File: src/rtl/sram_arb_pkg.sv
// Shared types and constants for the single-port SRAM arbiter.
package sram_arb_pkg;

    typedef enum logic [1:0] {S_IDLE, S_IRD, S_DRD} arb_state_t;

    localparam logic [3:0] WEB_IDLE = 4'b1111;
    localparam int         CNT_W    = 4;

endpackage

File: src/rtl/sram_arb_starve_cnt.sv
// Saturating count of consecutive cycles the fetch port has been refused a grant.
module sram_arb_starve_cnt
    import sram_arb_pkg::*;
#(
    parameter int STARVE_MAX = 3
) (
    input  logic clk,
    input  logic rst,
    input  logic if_req,
    input  logic if_gnt,
    output logic starved
);

    localparam logic [CNT_W-1:0] CNT_MAX = CNT_W'(STARVE_MAX);

    logic [CNT_W-1:0] starve_cnt;

    // NOTE: sequential state is written with non-blocking assignments only, so
    // every flop samples the pre-edge values regardless of block ordering.
    always_ff @(posedge clk or negedge rst) begin
        if (!rst) begin
            starve_cnt <= '0;
        end else if (if_gnt || !if_req) begin
            starve_cnt <= '0;
        end else if (starve_cnt != CNT_MAX) begin
            starve_cnt <= starve_cnt + 1'b1;
        end
    end

    assign starved = (starve_cnt == CNT_MAX);

endmodule

File: src/rtl/sram_port_arbiter.sv
// Shares one single-port SRAM between instruction fetch and data ports with a 1-cycle return.
// Define SRAM_ARB_STARVE_GUARD_EN to add the fetch starvation guard; otherwise data has strict priority.
module sram_port_arbiter
    import sram_arb_pkg::*;
#(
    parameter int ADDR_W     = 14,
    parameter int DATA_W     = 32,
    parameter int STARVE_MAX = 3
) (
    input  logic              clk,
    input  logic              rst,

    input  logic              if_req,
    input  logic [ADDR_W-1:0] if_addr,
    input  logic              if_kill,
    output logic              if_gnt,
    output logic              if_rvalid,
    output logic [DATA_W-1:0] if_rdata,
    output logic              if_stall,

    input  logic              dm_req,
    input  logic [ADDR_W-1:0] dm_addr,
    input  logic [3:0]        dm_we,
    input  logic [DATA_W-1:0] dm_wdata,
    output logic              dm_gnt,
    output logic              dm_rvalid,
    output logic [DATA_W-1:0] dm_rdata,
    output logic              dm_stall,

    output logic              sram_cs,
    output logic              sram_oe,
    output logic [3:0]        sram_web,
    output logic [ADDR_W-1:0] sram_a,
    output logic [DATA_W-1:0] sram_di,
    input  logic [DATA_W-1:0] sram_do
);

    if (STARVE_MAX < 1 || STARVE_MAX > 15) begin : g_starve_max_range
        $error("sram_port_arbiter: STARVE_MAX must be within 1..15");
    end

    arb_state_t state;
    logic       kill_q;
    logic       starved;
    logic       dm_rd;

`ifdef SRAM_ARB_STARVE_GUARD_EN
    sram_arb_starve_cnt #(
        .STARVE_MAX (STARVE_MAX)
    ) u_starve_cnt (
        .clk     (clk),
        .rst     (rst),
        .if_req  (if_req),
        .if_gnt  (if_gnt),
        .starved (starved)
    );
`else
    assign starved = 1'b0;
`endif

    // Grants are held off while reset is asserted so the macro stays deselected.
    assign if_gnt   = rst & if_req & (~dm_req | starved);
    assign dm_gnt   = rst & dm_req & ~if_gnt;
    assign dm_rd    = dm_gnt & (dm_we == 4'b0000);
    assign if_stall = if_req & ~if_gnt;
    assign dm_stall = dm_req & ~dm_gnt;

    // NOTE: every combinational output gets a default first, so no path through
    // the block leaves a signal unassigned and infers a latch.
    always_comb begin
        sram_cs  = if_gnt | dm_gnt;
        sram_oe  = if_gnt | dm_rd;
        sram_web = WEB_IDLE;
        sram_a   = '0;
        sram_di  = '0;
        if (if_gnt) begin
            sram_a = if_addr;
        end else if (dm_gnt) begin
            sram_web = ~dm_we;
            sram_a   = dm_addr;
            sram_di  = dm_wdata;
        end
    end

    // State names the owner of the read issued last cycle, i.e. who gets sram_do now.
    always_ff @(posedge clk or negedge rst) begin
        if (!rst) begin
            state  <= S_IDLE;
            kill_q <= 1'b0;
        end else begin
            kill_q <= if_kill;
            if (if_gnt) begin
                state <= S_IRD;
            end else if (dm_rd) begin
                state <= S_DRD;
            end else begin
                state <= S_IDLE;
            end
        end
    end

    // A kill in the issue cycle (kill_q) or the return cycle discards the fetch.
    assign if_rvalid = (state == S_IRD) & ~(kill_q | if_kill);
    assign dm_rvalid = (state == S_DRD);
    assign if_rdata  = if_rvalid ? sram_do : '0;
    assign dm_rdata  = dm_rvalid ? sram_do : '0;

endmodule

File: config.mk
export PLATFORM = sky130hd
export DESIGN_NAME = sram_port_arbiter
export DESIGN_NICKNAME = d
export VERILOG_FILES = /design/src/rtl/sram_arb_pkg.sv /design/src/rtl/sram_arb_starve_cnt.sv /design/src/rtl/sram_port_arbiter.sv
export SDC_FILE = /design/constraint.sdc
export NUM_CORES = 1
export LEC_CHECK = 0
export ABC_AREA = 1
export BUFFER_PORTS_ARGS = -buffer_cell sky130_fd_sc_hd__buf_4
export CORE_AREA = 2 2 86 88
export DETAILED_ROUTE_END_ITERATION = 12
export DIE_AREA = 0 0 88 90
export GPL_ROUTABILITY_DRIVEN = 0
export PLACE_DENSITY = 0.57
export SLEW_MARGIN = 20
export SYNTH_ARGS = -nofsm -noshare
export SYNTH_HDL_FRONTEND = slang
export SYNTH_SLANG_ARGS = --single-unit
File: constraint.sdc
create_clock -name clk -period 1.35 [get_ports clk]
set_clock_uncertainty 0.1 [all_clocks]
set_input_delay 0 -clock clk [delete_from_list [all_inputs] [get_ports clk]]
set_output_delay 0 -clock clk [all_outputs]
set_load 0.01 [all_outputs]
==> reports/summary.txt <==
Synth Area per Inst: 4.28 µm²
Fraction of registers with async set/reset: 100%
Rows: 31
Post-synth top area share: 37.0%
Nets: 570
Seq/Total Area, Yosys: 7.26%
Initial antenna violation count: 0
Fillers: 761
Clk slew on worst S/H paths: 30 ps
Max VDD drop: 0.000344 V
CTS root buffer: clkbuf_8
Rel. slew slack: 74.1%
Net count after synthesis: 343
Worst Max-Slew Pin Slew: 387 ps
Mapped Cells: 242
Largest buffer count on any clock path: 2
CTS tree: built
Hpwl dp: 4540 µm
Status: finished, final reports clean
Synth top cells by count: 102 x nor2_1, 71 x inv_1, 49 x nand2_1, 6 x buf_2, 4 x buf_6
Routed wire per std cell: 9.57 µm
Primary FF master, synth: dfrtp_1
Final Max Tran Viols: 0
Total core area: 0.00702 mm²
Setup ws final: 53.2 ps
Int Power: 641 µW
Port bufs: 222
ANT nets after route: 0
First-pass GRT wire length: 7580 µm
Die width: 88 µm
Via count: 2,044
Post-DP Area: 0.00277 mm²
Fraction of layout cells with a size suffix above 1: 52.1%
Maximum clock frequency: 771 MHz
Fin crit share: 96.1%
Combinational fraction of design power: 62.6%
Top Ports: 223
Clk pwr share: 27.3%
GRT Util Overall: 11.4%
#FFs+latches synth: 3
Top post-synthesis cells by area: nor2_1 37%, inv_1 26%, nand2_1 18%, dfrtp_1 7.3%, buf_6 4.4%
Critical Path AT: 1200 ps
Hold Crit Class: primary input to async pin
Total grt overflow: 0
Final instance area: 0.00294 mm²
Drt pass-1 iters: 4
Starting Density: 14.7%
Top-count cell post-synth: nor2_1
Switch Pwr: 294 µW
Area leader, netlist: nor2_1
RSZ-0062 raised after global routing: yes
Sw Share: 31.4%
WS Path Type: flop to output port
Worst Setup End Kind: output port
Number of diodes: 0
Worst EP required: 1250 ps
Count of final setup violators: 0
Synthesized cell area: 0.00103 mm²
CP Max Fanout: 16
Crit path time final: 1300 ps
Clock sinks: 3
Setup WS pre-CTS: 235 ps
Vias in the first global route: 1,769
Die height: 90 µm
Post-synthesis cell type count: 12
H-tree Lvls: 1
Worst Setup Start Kind: flop
DIE AREA: 0.00792 mm²
First DRT Iteration DRCs: 19
Post-synth EDFFs: 0
PD cells: 317 mW/mm²
Final count of hold timing violations: 0
Final wirelength: 5430 µm
Max Cap Viol: 0
DRC viols: 0
P_leak: 2.01 nW
Area growth syn-to-layout: 185%
Flop pwr share: 10.1%
CTS buffer count: 3
Warnings from Yosys: 0
Via-to-Cell Ratio: 3.60
Fin util: 41.9%
Largest net degree at the start of global routing: 34
cell families after synthesis:
group / after synthesis / synth area share (%)
flops: 3 / 7.25
buf+inv: 84 / 34.8
simple gates: 155 / 57.9
how the worst max path moves through the flow:
stage	start	endpoint	slack, ps
CTS	state[0]	dm_rdata[16]	6
finish	state[0]	dm_rdata[21]	50
detailed placement	state[0]	dm_rdata[16]	240
global placement	state[0]	dm_rdata[18]	240
floorplan	state[0]	dm_rdata[10]	210
global route	state[1]	dm_rdata[6]	-40
worst max-delay path, stage by stage, from the launching register on:
cell and delay [ps]:
dfrtp_1 380, nor2_2 120, inv_2 80, clkbuf_16 180, nor2_1 100, buf_4 130
cell type report:
class                           count  area [µm²]  share of cell area (%)
Timing Repair Buffer              234        1810                    61.4
Multi-Input combinational cell    155         622                    21.1
Inverter                           72         270                    9.18
Tap cell                           99         124                    4.21
Sequential cell                     3        75.1                    2.55
Clock buffer                        4        45.0                    1.53
repair_timing:
action / in CTS / in global routing
hold buffers: 7 / 0
setup buffers: 0 / 1
resized for setup: 0 / 11
endpoints found under the setup margin: 0 / 65
hold endpoints to repair: 6 / 0
state kept, by name (all words and copies together) (netlist names):
name	cells
state	2
kill_q	1
power by group through the flow:
stage                     Sequential [mW]  Clock (mW)  Combinational [mW]
after floorplan                    0.0953           0               0.191
after global placement             0.0955           0               0.564
after detailed placement           0.0955           0               0.570
after CTS                          0.0945       0.262               0.587
after global routing               0.0949       0.272               0.641
final                              0.0948       0.255               0.585
through the flow:
stage | power [mW] | setup TNS, ps | hold WS, ps | std cells
after floorplan | 0.286 | 0 | -396 | 242
after global placement | 0.660 | 0 | -285 | 554
after detailed placement | 0.665 | 0 | -286 | 554
after CTS | 0.944 | 0 | 74.7 | 565
after global routing | 1.01 | -829 | 79.1 | 567
final | 0.935 | 0 | 69.8 | 567
routing by layer:
| metal | global-route usage (%) | up-vias | routed length (µm) |
|---|---|---|---|
| li1 | - | 1097 | - |
| met1 | 11.2 | 817 | 1920 |
| met2 | 23.7 | 130 | 2870 |
| met3 | 2.30 | 0 | 639 |
| met4 | 1.92 | 0 | 0 |
| met5 | 0 | - | 0 |
placed cells by master, fill, tap and decap left out, types with 2 or more instances in the layout:
cell,count
nor2_1,93
clkbuf_8,3
nor2_2,9
nand2_1,49
dfrtp_1,3
buf_4,224
inv_1,70
dlygate4sd3_1,7
inv_2,2
(Power assumes the default switching activity.)
